`src/rtl/multicycle_pkg.sv`:
```
// multicycle_pkg: opcode/funct constants, FSM and ALU enums shared by the multi-cycle core
package multicycle_pkg;

    localparam logic [6:0] OPC_OP     = 7'b0110011;
    localparam logic [6:0] OPC_OPIMM  = 7'b0010011;
    localparam logic [6:0] OPC_LOAD   = 7'b0000011;
    localparam logic [6:0] OPC_STORE  = 7'b0100011;
    localparam logic [6:0] OPC_BRANCH = 7'b1100011;
    localparam logic [6:0] OPC_SYSTEM = 7'b1110011;

    localparam logic [2:0] F3_ADD = 3'b000;
    localparam logic [2:0] F3_SLL = 3'b001;
    localparam logic [2:0] F3_SLT = 3'b010;
    localparam logic [2:0] F3_XOR = 3'b100;
    localparam logic [2:0] F3_SRL = 3'b101;
    localparam logic [2:0] F3_OR  = 3'b110;
    localparam logic [2:0] F3_AND = 3'b111;
    localparam logic [2:0] F3_LW  = 3'b010;
    localparam logic [2:0] F3_BEQ = 3'b000;
    localparam logic [2:0] F3_BNE = 3'b001;

    localparam logic [6:0] F7_BASE = 7'b0000000;
    localparam logic [6:0] F7_SUB  = 7'b0100000;

    typedef enum logic [2:0] {FETCH, DECODE, EXEC, MEM, WB, HALT} state_t;

    typedef enum logic [2:0] {
        ALU_ADD, ALU_SUB, ALU_AND, ALU_OR, ALU_XOR, ALU_SLT, ALU_SLL, ALU_SRL
    } alu_op_t;

    // Loads, stores and branches all use the adder; sub exists only on OP.
    function automatic alu_op_t alu_sel(input logic [6:0] opcode, input logic [2:0] f3,
                                        input logic sub);
        if (opcode != OPC_OP && opcode != OPC_OPIMM) return ALU_ADD;
        case (f3)
            F3_SLL:  return ALU_SLL;
            F3_SLT:  return ALU_SLT;
            F3_XOR:  return ALU_XOR;
            F3_SRL:  return ALU_SRL;
            F3_OR:   return ALU_OR;
            F3_AND:  return ALU_AND;
            default: return (opcode == OPC_OP && sub) ? ALU_SUB : ALU_ADD;
        endcase
    endfunction

endpackage

```
`src/rtl/mc_reg_file.sv`:
```
// mc_reg_file: 2R/1W register file, x0 hardwired to zero, async active-low clear
module mc_reg_file
    import multicycle_pkg::*;
#(
    parameter int NREGS = 32,
    parameter int XLEN  = 32,
    localparam int AW   = $clog2(NREGS)
) (
    input  logic            clock,
    input  logic            reset,
    input  logic [AW-1:0]   raddr1,
    input  logic [AW-1:0]   raddr2,
    output logic [XLEN-1:0] rdata1,
    output logic [XLEN-1:0] rdata2,
    input  logic            we,
    input  logic [AW-1:0]   waddr,
    input  logic [XLEN-1:0] wdata
);

    logic [XLEN-1:0] regs_q [NREGS];

    always_ff @(posedge clock or negedge reset) begin
        if (!reset) begin
            for (int i = 0; i < NREGS; i++) regs_q[i] <= '0;
        end else if (we && waddr != '0) begin
            regs_q[waddr] <= wdata;
        end
    end

    assign rdata1 = (raddr1 == '0) ? '0 : regs_q[raddr1];
    assign rdata2 = (raddr2 == '0) ? '0 : regs_q[raddr2];

endmodule

```
`src/rtl/multicycle_core.sv`:
```
// multicycle_core: RV32I-subset core, 3-5 states per instruction over one req/ack memory port
module multicycle_core
    import multicycle_pkg::*;
#(
    parameter int              XLEN     = 32,
    parameter int              NREGS    = 32,
    parameter logic [XLEN-1:0] RESET_PC = '0
) (
    input  logic            clock,
    input  logic            reset,
    output logic            mem_req,
    output logic            mem_we,
    output logic [XLEN-1:0] mem_addr,
    output logic [XLEN-1:0] mem_wdata,
    input  logic [XLEN-1:0] mem_rdata,
    input  logic            mem_ack,
    output logic [XLEN-1:0] pc,
    output logic            retire,
    output logic            halted
);

    localparam int AW = $clog2(NREGS);
    localparam int SW = $clog2(XLEN);

    state_t          state_q, state_d;
    logic [31:0]     ir_q, ir_d;
    logic [XLEN-1:0] pc_q, pc_d, a_q, a_d, b_q, b_d;
    logic [XLEN-1:0] alu_out_q, alu_out_d, mdr_q, mdr_d;
    logic [XLEN-1:0] mem_addr_q, mem_addr_d, mem_wdata_q, mem_wdata_d;
    logic            mem_req_q, mem_req_d, mem_we_q, mem_we_d;
    logic            retire_q, retire_d, halted_q, halted_d;

    logic [6:0]      opcode, f7;
    logic [2:0]      f3;
    logic [4:0]      rd, rs1, rs2;
    logic [11:0]     imm12;
    logic [XLEN-1:0] imm, op_b, alu_res, rf_rdata1, rf_rdata2;
    logic            is_op, is_opimm, is_load, is_store, is_branch;
    logic            legal, wide, taken, misaligned, rf_we;
    alu_op_t         alu_op;

    assign opcode = ir_q[6:0];
    assign rd     = ir_q[11:7];
    assign f3     = ir_q[14:12];
    assign rs1    = ir_q[19:15];
    assign rs2    = ir_q[24:20];
    assign f7     = ir_q[31:25];

    assign is_op     = opcode == OPC_OP;
    assign is_opimm  = opcode == OPC_OPIMM;
    assign is_load   = opcode == OPC_LOAD;
    assign is_store  = opcode == OPC_STORE;
    assign is_branch = opcode == OPC_BRANCH;

    // Branch immediate is kept in halfword units; EXEC shifts it back to bytes.
    assign imm12 = is_store  ? {ir_q[31:25], ir_q[11:7]} :
                   is_branch ? {ir_q[31], ir_q[7], ir_q[30:25], ir_q[11:8]} : ir_q[31:20];
    assign imm   = {{(XLEN-12){imm12[11]}}, imm12};

    assign wide  = ((rs1 >> AW) != 5'd0) ||
                   ((is_op || is_store || is_branch) && (rs2 >> AW) != 5'd0) ||
                   ((is_op || is_opimm || is_load) && (rd >> AW) != 5'd0);
    assign legal = !wide && (
                   (is_op && f3 != 3'b011 && (f7 == F7_BASE || (f7 == F7_SUB && f3 == F3_ADD))) ||
                   (is_opimm && f3 inside {F3_ADD, F3_SLT, F3_XOR, F3_OR, F3_AND}) ||
                   ((is_load || is_store) && f3 == F3_LW) ||
                   (is_branch && f3 inside {F3_BEQ, F3_BNE}));

    assign alu_op = alu_sel(opcode, f3, f7 == F7_SUB);
    assign op_b   = is_op ? b_q : imm;

    always_comb begin
        alu_res = a_q + op_b;
        case (alu_op)
            ALU_SUB: alu_res = a_q - op_b;
            ALU_AND: alu_res = a_q & op_b;
            ALU_OR:  alu_res = a_q | op_b;
            ALU_XOR: alu_res = a_q ^ op_b;
            ALU_SLT: alu_res = XLEN'($signed(a_q) < $signed(op_b));
            ALU_SLL: alu_res = a_q << op_b[SW-1:0];
            ALU_SRL: alu_res = a_q >> op_b[SW-1:0];
            default: alu_res = a_q + op_b;
        endcase
    end

    assign taken      = (a_q == b_q) != (f3 == F3_BNE);
    assign misaligned = |(alu_res & XLEN'(XLEN/8 - 1));
    assign rf_we      = state_q == WB;

    mc_reg_file #(.NREGS(NREGS), .XLEN(XLEN)) u_rf (
        .clock  (clock),
        .reset  (reset),
        .raddr1 (rs1[AW-1:0]),
        .raddr2 (rs2[AW-1:0]),
        .rdata1 (rf_rdata1),
        .rdata2 (rf_rdata2),
        .we     (rf_we),
        .waddr  (rd[AW-1:0]),
        .wdata  (is_load ? mdr_q : alu_out_q)
    );

    always_comb begin
        state_d   = state_q;
        ir_d      = ir_q;
        pc_d      = pc_q;
        a_d       = a_q;
        b_d       = b_q;
        alu_out_d = alu_out_q;
        mdr_d     = mdr_q;
        retire_d  = 1'b0;
        case (state_q)
            FETCH: if (mem_req_q && mem_ack) begin
                ir_d    = mem_rdata[31:0];
                state_d = DECODE;
            end
            DECODE: begin
                a_d     = rf_rdata1;
                b_d     = rf_rdata2;
                state_d = legal ? EXEC : HALT;
            end
            EXEC: begin
                alu_out_d = alu_res;
                if (is_branch) begin
                    pc_d     = taken ? pc_q + (imm << 1) : pc_q + XLEN'(4);
                    retire_d = 1'b1;
                    state_d  = FETCH;
                end else begin
                    state_d = (is_load || is_store) ? (misaligned ? HALT : MEM) : WB;
                end
            end
            MEM: if (mem_req_q && mem_ack) begin
                mdr_d    = mem_rdata;
                pc_d     = is_store ? pc_q + XLEN'(4) : pc_q;
                retire_d = is_store;
                state_d  = is_store ? FETCH : WB;
            end
            WB: begin
                pc_d     = pc_q + XLEN'(4);
                retire_d = 1'b1;
                state_d  = FETCH;
            end
            HALT:    state_d = HALT;
            default: state_d = HALT;
        endcase
    end

    // Port outputs are registered from the next state so they hold through any ack wait.
    assign mem_req_d   = state_d == FETCH || state_d == MEM;
    assign mem_we_d    = state_d == MEM && is_store;
    assign mem_addr_d  = (state_d == MEM) ? alu_out_d : pc_d;
    assign mem_wdata_d = (state_d == MEM) ? b_q : '0;
    assign halted_d    = state_d == HALT;

    always_ff @(posedge clock or negedge reset) begin
        if (!reset) begin
            state_q     <= FETCH;
            ir_q        <= '0;
            pc_q        <= RESET_PC;
            a_q         <= '0;
            b_q         <= '0;
            alu_out_q   <= '0;
            mdr_q       <= '0;
            mem_req_q   <= 1'b0;
            mem_we_q    <= 1'b0;
            mem_addr_q  <= '0;
            mem_wdata_q <= '0;
            retire_q    <= 1'b0;
            halted_q    <= 1'b0;
        end else begin
            state_q     <= state_d;
            ir_q        <= ir_d;
            pc_q        <= pc_d;
            a_q         <= a_d;
            b_q         <= b_d;
            alu_out_q   <= alu_out_d;
            mdr_q       <= mdr_d;
            mem_req_q   <= mem_req_d;
            mem_we_q    <= mem_we_d;
            mem_addr_q  <= mem_addr_d;
            mem_wdata_q <= mem_wdata_d;
            retire_q    <= retire_d;
            halted_q    <= halted_d;
        end
    end

    assign mem_req   = mem_req_q;
    assign mem_we    = mem_we_q;
    assign mem_addr  = mem_addr_q;
    assign mem_wdata = mem_wdata_q;
    assign pc        = pc_q;
    assign retire    = retire_q;
    assign halted    = halted_q;

endmodule

```
`config.mk`:
```
export PLATFORM = sky130hd
export DESIGN_NAME = multicycle_core
export DESIGN_NICKNAME = d
export VERILOG_FILES = /design/src/rtl/multicycle_pkg.sv /design/src/rtl/mc_reg_file.sv /design/src/rtl/multicycle_core.sv
export SDC_FILE = /design/constraint.sdc
export NUM_CORES = 2
export LEC_CHECK = 0
export ABC_AREA = 1
export CORE_ASPECT_RATIO = 1.5
export CORE_UTILIZATION = 35
export CTS_CLUSTER_SIZE = 12
export DETAILED_ROUTE_END_ITERATION = 7
export HOLD_SLACK_MARGIN = 0.06
export MAX_ROUTING_LAYER = met4
export PLACE_DENSITY = 0.52
export SYNTH_ARGS = -nofsm -noshare
export SYNTH_HDL_FRONTEND = slang
export SYNTH_HIERARCHICAL = 1
export SYNTH_SLANG_ARGS = --single-unit
```
`constraint.sdc`:
```
create_clock -name clock -period 5.5 [get_ports clock]
set_clock_uncertainty 0.05 [all_clocks]
set_input_delay 1.1 -clock clock [delete_from_list [all_inputs] [get_ports clock]]
set_output_delay 1.1 -clock clock [all_outputs]
set_load 0.05 [all_outputs]
```
==> run_results.csv <==
group,metric,value,unit
synthesis,syn_nets,11900,
power_and_ir_drop,leakagePower,39.7,nW
sta,drv_slew,0,
run,drv_cap,0,
clock_network,cts_tree,"yes",
placement,placed_area,84100,um^2
sta,finalSetupViolCount,0,
sta,tns,0,ns
layout,mostFrequentLayoutCell,"nand2_1",
critical_path,arrival,5.94,ns
drt,viasPerCell,5.66,
grt,grt_max_degree,128,
clock_network,ctsHoldBuffers,0,
placement,dp_cells,14200,
grt,antenna_found_initial,11,
layout,nFillCells,24200,
synthesis,synth_seq_area_share,40.2,%
floorplan,initial_utilization,35.3,%
drt,drc,9,
drt,drtAntennaViolNets,0,
synthesis,ys_warn_count,6,
clock_network,clock_path_buffers,4,
layout,layout.nets,11500,
sta,slew_headroom,5.87,%
grt,grt_pass1_vias,77800,
drt,wl,385000,um
critical_path,crit_path_max_fanout,53,
synthesis,syn_area_per_cell,6.84,um^2
outcome,outcome,"finished with violations",
synthesis,yosysTopAreaCellShare,40.2,%
sta,fin_crit_sh,96.1,%
sta,timing.fmax,0.189,GHz
drt,dr_total_vias,82000,
floorplan,coreArea,227000,um^2
layout,mostFrequentLayoutCells,"3,782 x nand2_1, 1,767 x nand3_1, 1,276 x dfrtp_1, 1,062 x nor2_1, 833 x o21ai_0",
power_and_ir_drop,ir_worst_vdd,0.255,mV
hold_path,hp-class,"primary input to async pin",
critical_path,crit_type,"flip-flop to flip-flop",
synthesis,syn-instance-count,11700,
synthesis,synth_area,80000,um^2
synthesis,synth_flop_cell,"dfrtp_1",
critical_path,setup.worst_path.start_class,"flip-flop",
critical_path,required,6.15,ns
grt,grt_pass1_wl,555000,um
clock_network,clkSlewWorstSetupHoldPaths,0.06,ns
clock_network,clk_latency,0.84,ns
floorplan,dieArea,231000,um^2
synthesis,synth_edf_count,0,
layout,final_area,88600,um^2
drt,avgRoutedWirePerCell,26.5,um
power_and_ir_drop,powerDensity,220,nW/um^2
floorplan,chipWidth,392,um
grt,gr-usage-all-layers,33.6,%
clock_network,cts_inserted_buffers,149,
synthesis,yosysTopAreaCell,"dfrtp_1",
sta,finalCriticalPeriod,5.29,ns
grt,grt_overflow,0,
power_and_ir_drop,p_total,19.5,mW
clock_network,cts.sinks,1286,
drt,dr.pass1.iters,8,
sta,rsz0062_at_grt,"no",
layout,drive_above_1_share,7.39,%
sta,finalHoldViolCount,0,
synthesis,synth_area_leaders,"dfrtp_1 40%, nand2_1 18%, nand3_1 11%",
drt,drt_iter0_drc,8945,
clock_network,htree_levels,4,
layout,post-route-util,39.0,%
floorplan,rows,214,
placement,place.gp.congestion,1.04,
critical_path,critPathCaptureType,"flip-flop",
sta,tightestPinTransition,1.41,ns
placement,hpwl,254000,um
synthesis,ys_types,62,
layout,area_growth,10.7,%
synthesis,async_reset_ff_share,100,%
outcome,failed_checks,"design-rule violations",
clock_network,cts_setup_buffers,0,
floorplan,ios,135,
placement,io_buffers,133,
clock_network,clockRootBuffer,"clkbuf_16",
floorplan,die_y,588,um
synthesis,ys_ff_latch,1286,
layout,finalNonFillerCells,14500,
[Yosys cell counts (all sizes together), types with 2 or more instances]
master	instances
or2	20
a2111oi	4
nand3b	9
o21a	17
buf	355
o2111ai	16
and3	2
a21oi	899
a22oi	9
a21boi	3
o221ai	10
and2	2
o211ai	52
nand3	1783
clkbuf	564
a221oi	14
o21ai	854
nor4	18
inv	470
xor2	49
nand4	39
a21o	4
xnor2	24
mux2	32
ha	122
nor2	1115
o21bai	5
a41oi	2
dfrtp	1286
o31ai	5
nor3	45
a211oi	11
o22ai	22
fa	2
nand2	3811
a31oi	5
clkinv	9
[cell type report]
cell class | count | area [um^2] | area share, %
clock buffer | 210 | 4220 | 4.76
sequential | 1286 | 32200 | 36.4
multi-input combinational | 9012 | 42100 | 47.6
antenna | 16 | 40.0 | 0.0452
timing repair buffer | 431 | 4100 | 4.63
clock inverter | 33 | 270 | 0.305
inverter | 479 | 1840 | 2.08
tap | 3024 | 3780 | 4.27
[critical path: stages (launching register included)]
cell     delay [ns]
dfrtp_1        0.38
inv_2          0.06
nand2_1        0.08
nor2_4         0.18
nand2_1        0.27
buf_4          0.25
nand3_1        0.10
nand3_1        0.44
nand2_2        0.30
buf_4          0.53
inv_1          0.29
buf_4          0.31
nand3_1        0.12
a21oi_1        0.09
nor2_1         0.59
nand2_1        0.22
nand2_2        0.16
nand3_2        0.09
nand2_2        0.14
nand2_4        0.09
buf_12         0.20
nand2_1        0.08
nand2_1        0.08
[cell families after synthesis]
| logic type | Yosys count | share of synthesized area [%] |
|---|---|---|
| multiplexers | 33 | 0.463 |
| adder cells (fa/ha/maj) | 124 | 1.96 |
| AND/OR/NAND/NOR | 6847 | 35.9 |
| other | 1 | 0.00468 |
| AO/OA/AOI/OAI | 1934 | 13.3 |
| XOR/XNOR | 73 | 0.799 |
| buffers and inverters | 1398 | 7.37 |
| flip-flops | 1286 | 40.2 |
[routing by layer]
| metal | global-route usage (%) | part of all wire, % | routed length [um] | up-vias |
|---|---|---|---|---|
| li1 | - | - | - | 37600 |
| met1 | 39.7 | 38 | 148000 | 39800 |
| met2 | 54.3 | 48 | 183000 | 3752 |
| met3 | 4.22 | 6.7 | 25800 | 864 |
| met4 | 20.8 | 7.2 | 27800 | 0 |
| met5 | - | 0 | 0 | - |
[final timing paths]
| path | depth (start not counted) | start | end | slack [ns] |
|---|---|---|---|---|
| max in group asynchronous | 2 | reset | u_rf/regs_q[441]$_DFFE_PN0P_ | 3.70 |
| setup / recovery | 22 | ir_q[2]$_DFFE_PN0P_ | mem_addr[8]$_DFF_PN0_ | 0.21 |
| hold reg to reg | 0 | u_rf/regs_q[994]$_DFFE_PN0P_ | u_rf/regs_q[994]$_DFFE_PN0P_ | 0.35 |
| min in group clock | 0 | u_rf/regs_q[994]$_DFFE_PN0P_ | u_rf/regs_q[994]$_DFFE_PN0P_ | 0.35 |
| setup reg to reg | 22 | ir_q[2]$_DFFE_PN0P_ | mem_addr[8]$_DFF_PN0_ | 0.21 |
| hold / removal | 1 | reset | u_rf/regs_q[394]$_DFFE_PN0P_ | 0.13 |
[per-stage QoR]
stage               setup slack (ns)  hold WS (ns)
floorplan                       1.34         0.388
global placement             -0.0321         0.336
detailed placement           0.00582         0.338
CTS                           0.0709         0.160
global route                  0.0243         0.159
finish                         0.214         0.128
[state kept, by name, summed over array words and instances (netlist names)]
register and flops:
u_rf/regs_q 1024, a_q 32, alu_out_q 32, b_q 32, ir_q 32, mdr_q 32, mem_addr 32, mem_wdata 32
pc 31, state_q 3, halted 1, mem_req 1, mem_we 1, retire 1
[where the power goes]
part	internal (mW)	switching (mW)	leakage (nW)	total (mW)
logic	0.0425	0.225	19.9	0.267
registers	9.46	0	17.5	9.46
clock network	5.46	4.29	2.22	9.75
[what timing repair did]
item / in CTS / in global routing
endpoints found under the setup margin: 1 / 72
endpoints found under the hold margin: 0 / 0
resized for setup: 2 / 9
Power figures use the tool's default switching activity.
